===== src/rtl/delay_line_tap.sv =====
// Programmable delay line: a DEPTH-stage {valid,data} shift chain with a registered tap select.
// Delay changes and flushes clear the chain and hold 'settling' until the selected tap refills.
module delay_line_tap #(
  parameter int WIDTH = 8,
  parameter int DEPTH = 16
) (
  input  logic                       clk,
  input  logic                       rst,
  input  logic                       en,
  input  logic                       flush,
  input  logic [$clog2(DEPTH+1)-1:0] delay_sel,
  input  logic                       in_valid,
  input  logic [WIDTH-1:0]           in_data,
  output logic                       out_valid,
  output logic [WIDTH-1:0]           out_data,
  output logic                       settling
);

  localparam int SW = $clog2(DEPTH + 1);

  logic [DEPTH-1:0] vld_q, vld_d;
  logic [WIDTH-1:0] dat_q [DEPTH];
  logic [WIDTH-1:0] dat_d [DEPTH];
  logic [SW-1:0]    sel_q, sel_d;
  logic [SW-1:0]    cnt_q, cnt_d;
  logic [SW-1:0]    eff;
  logic             tap_vld;
  logic [WIDTH-1:0] tap_dat;

  // Clamp the requested delay into the legal range 1..DEPTH
  always_comb begin
    if (delay_sel == '0) begin
      eff = SW'(1);
    end else if (delay_sel > SW'(DEPTH)) begin
      eff = SW'(DEPTH);
    end else begin
      eff = delay_sel;
    end
  end

  // Next-state: flush and delay change both restart the chain, otherwise shift when enabled
  always_comb begin
    vld_d = vld_q;
    dat_d = dat_q;
    sel_d = sel_q;
    cnt_d = cnt_q;
    if (flush || (eff != sel_q)) begin
      vld_d = '0;
      sel_d = eff;
      cnt_d = eff;
    end else if (en) begin
      vld_d    = {vld_q[DEPTH-2:0], in_valid};
      dat_d[0] = in_data;
      for (int i = 1; i < DEPTH; i++) begin
        dat_d[i] = dat_q[i-1];
      end
      cnt_d = (cnt_q == '0) ? '0 : cnt_q - SW'(1);
    end else begin
      vld_d = vld_q;
    end
  end

  // State registers
  always_ff @(posedge clk or posedge rst) begin
    if (rst) begin
      vld_q <= '0;
      for (int i = 0; i < DEPTH; i++) begin
        dat_q[i] <= '0;
      end
      sel_q <= SW'(1);
      cnt_q <= SW'(1);
    end else begin
      vld_q <= vld_d;
      dat_q <= dat_d;
      sel_q <= sel_d;
      cnt_q <= cnt_d;
    end
  end

  // Tap mux over registered stages; data is masked whenever the tapped stage is empty
  always_comb begin
    tap_vld = 1'b0;
    tap_dat = '0;
    for (int i = 0; i < DEPTH; i++) begin
      tap_vld = tap_vld | ((sel_q == SW'(i + 1)) & vld_q[i]);
      tap_dat = tap_dat | ({WIDTH{(sel_q == SW'(i + 1)) & vld_q[i]}} & dat_q[i]);
    end
  end

  assign out_valid = tap_vld;
  assign out_data  = tap_dat;
  assign settling  = (cnt_q != '0);

endmodule


===== config.mk =====
export PLATFORM = sky130hd
export DESIGN_NAME = delay_line_tap
export DESIGN_NICKNAME = d
export VERILOG_FILES = /design/src/rtl/delay_line_tap.sv
export SDC_FILE = /design/constraint.sdc
export NUM_CORES = 1
export LEC_CHECK = 0
export ABC_AREA = 1
export CAP_MARGIN = 0
export CORE_ASPECT_RATIO = 1.4
export CORE_MARGIN = 8
export CORE_UTILIZATION = 35
export DETAILED_ROUTE_END_ITERATION = 8
export HOLD_SLACK_MARGIN = 0.12
export PLACE_DENSITY = 0.54
export RECOVER_POWER = 50
export SETUP_SLACK_MARGIN = 0.15
export SLEW_MARGIN = 20
export SYNTH_ARGS = -nofsm -noshare
export SYNTH_HDL_FRONTEND = slang
export SYNTH_SLANG_ARGS = --single-unit

===== constraint.sdc =====
create_clock -name clk -period 6.8 [get_ports clk]
set_input_delay 1.7 -clock clk [delete_from_list [all_inputs] [get_ports clk]]
set_output_delay 1.7 -clock clk [all_outputs]
set_load 0.02 [all_outputs]

==> results.md <==
* R2R Setup Slk at 3.98 ns
* Setup CP Type: in -> async
* Synth Cell Area at 7206 sq um
* Yosys warnings at 0
* Reg-to-Reg Start: sel_q[4]$_DFFE_PP0P_
* Hpwl dp at 12.38 mm
* Clk slew on worst S/H paths at 0.06 ns
* Register area share after synthesis at 0.5352
* Starting DRC count in detailed routing at 615
* Initial antenna violation count at 0
* CP cell instances: dlygate4sd3_1 > clkinvlp_2 > clkbuf_1
* Slowest cell on the critical path: clkinvlp_2
* Number of remaining DRC errors at 0
* Rel. slew slack at -1.134
* Clock Sinks at 154
* Max-cap violations at 2
* Synth top area share at 0.5279
* Element type at the critical path end: async pin
* Post-route setup slack at 1.563 ns
* First-pass GRT wire length at 32.60 mm
* Fin. Hold Viols at 0
* Crit start category: input port
* Most numerous cell in the Yosys netlist: nand2_1
* Setup WS pre-CTS at 2.295 ns
* Worst-skew pair later-pin latency at 0.42 ns
* Die ar. at 25500 sq um
* Max Buffers Root-to-Sink at 2
* Core ar. at 20400 sq um
* Yosys reg bits at 154
* Final Max Slew Viols at 101
* Hold Path Sink: dat_q[97]$_DFFE_PP0P_
* Asr flop ratio synth at 1.000
* Gate Count Post-Synth at 900
* Failing checks: max-capacitance violations, max-slew violations
* Hold WC Path Type: reg -> reg
* ANT nets after route at 0
* CTS tree: built
* WL/cell at 16.61 um
* Placed Instance Area at 7660 sq um
* Post-synth EDFFs at 0
* Vias per inst at 5.000
* Area contributors post-synth: dfrtp_1, nand2_1, nand3_1
* Starting Density at 0.3532
* Top cells by count, synth: nand2_1, dfrtp_1, inv_1, nand3_1, o21ai_1
* Layout Nets at 929
* CTS Buf Count at 17
* Layout cells sized above 1 at 0.05315
* Net count after synthesis at 919
* Number of port buffers at 27
* Peak VDD IR at 0.1484 mV
* Hold wc startpoint: dat_q[97]$_DFFE_PP0P_
* Final instance area at 8237 sq um
* Yosys cell types at 34
* R2R cell count at 8
* Vias at 5890
* Htree depth at 4
* Tmin final at 5.237 ns
* Max incr delay on CP at 1.79 ns
* Root Driver: clkbuf_16
* Reg2Reg Capture Point: vld_q[6]$_DFFE_PP0P_
* Clock skew at 0.005755 ns
* Inserted Diodes at 0
* IO Pins at 28
* PwrDens at 267.7 nW/um^2
* Syn_area_per_cell at 8.006 sq um
* Hold buffers post-CTS at 0
* Die Span Y at 185.8 um
* Setup bufs post-CTS at 0
* Die span in x at 137.3 um
* Worst EP arrival at 5.43 ns
* Vias in the first global route at 5988
* Status: complete, but fails checks
* DR pass1 iterations at 5
* Core Rows at 62
* RSZ-0062 raised after global routing: no
* Critical-path maximum fanout at 68
* Primary FF master, synth: dfrtp_1
* Post-cts gate resize count at 0
* DRT Wirelength at 19.56 mm
* CP Data Required Time at 7.00 ns
* GR Overflow Total at 0
* Leak pwr at 0.003803 uW
* Fin crit share at 0.7702
* Core Util, Final at 0.4037
* Final setup vio count at 0
* Largest net degree at the start of global routing at 162
* Layout area overhead at 14.31%
* Setup TNS Final at 0 ns
* Hold Path Depth at 2
* Pin slew with the least headroom to its limit at 3.183 ns
* Routability Congestion at 0.8139
* Cell accounting for the most synthesized area: dfrtp_1
* Total GRT Usage at 0.1665
* Maximum clock frequency at 190.9 MHz
[how the worst max path moves through the flow]
stage	from	to	slack, ns
finish	rst	vld_q[9]$_DFFE_PP0P_	1.56
global route	rst	vld_q[9]$_DFFE_PP0P_	0.85
CTS	sel_q[0]$_DFFE_PP1P_	out_data[3]	1.87
detailed placement	delay_sel[4]	dat_q[76]$_DFFE_PP0P_	2.29
global placement	delay_sel[2]	vld_q[6]$_DFFE_PP0P_	2.33
floorplan	rst	cnt_q[1]$_DFFE_PP0P_	0.95
[through the flow]
step,cells,hold slack (ns),power (uW)
floorplan,900,0.4419,1196
global placement,1147,0.4542,1257
detailed placement,1147,0.4583,1261
CTS,1178,0.4735,2228
global route,1178,0.4945,2311
finish,1178,0.4695,2205
[worst max-delay path: cells and delay by family]
| kind | cells | cell delay, ns |
|---|---|---|
| buffers and inverters | 3 | 3.71 |
[report_power, final]
group	leakage (uW)	switching (uW)	total, uW	internal, uW
clock network	0.000291	382	963	581
logic	0.00140	123	185	61.5
registers	0.00211	58.3	1060	998
[flip-flops by register name (all words and copies together) (netlist names)]
signal and cells:
sel_q 5, cnt_q 5, dat_q 128, vld_q 16
[metal layers]
metal / GRT usage / vias to the layer above / wire length [um]
met5: 0 / - / 0
met4: 0.07105 / 0 / 499
met3: 0.02728 / 32 / 621
met2: 0.2765 / 115 / 9661
met1: 0.2091 / 2828 / 8780
li1: - / 2915 / -
[layout make-up]
cell class / count / area (sq um)
Inverter: 127 / 478.0
Clock buffer: 18 / 439.2
Sequential cell: 154 / 3856
Tap cell: 256 / 320.3
Multi-Input combinational cell: 578 / 2694
Clock inverter: 13 / 152.6
Fill cell: 2096 / 12170
Timing Repair Buffer: 32 / 296.5
[cell usage in the layout, fill, tap and decap left out, types with 2 or more instances in the layout]
| cell | count |
|---|---|
| a21oi_1 | 4 |
| xor2_1 | 2 |
| nor2_1 | 37 |
| nand3_1 | 104 |
| o221ai_1 | 3 |
| clkinv_2 | 6 |
| clkbuf_16 | 17 |
| o21ai_1 | 74 |
| o21ai_0 | 24 |
| o22ai_1 | 23 |
| clkinvlp_4 | 2 |
| nand2_1 | 267 |
| nor3_2 | 2 |
| bufinv_16 | 3 |
| o21bai_1 | 3 |
| xor2_2 | 2 |
| inv_1 | 125 |
| clkdlybuf4s50_1 | 23 |
| nor3_1 | 6 |
| o211ai_1 | 2 |
| nand4_1 | 8 |
| dlygate4sd3_1 | 3 |
| dfrtp_1 | 152 |
| buf_4 | 3 |
| o2111ai_1 | 7 |
| clkinv_4 | 2 |
| dfstp_2 | 2 |
[cell families (layout without fill, tap and decap cells)]
logic type                 after synthesis  in the layout  synth area share
AOI/OAI and AO/OA                      142            142            0.1104
buffers and inverters                  168            190           0.09290
xor gates and xnor gates                 4              4          0.006946
adders and majority gates                1              1          0.001736
and+or+nand+nor                        431            431            0.2528
DFF                                    154            154            0.5352
Power figures use the tool's default switching activity.
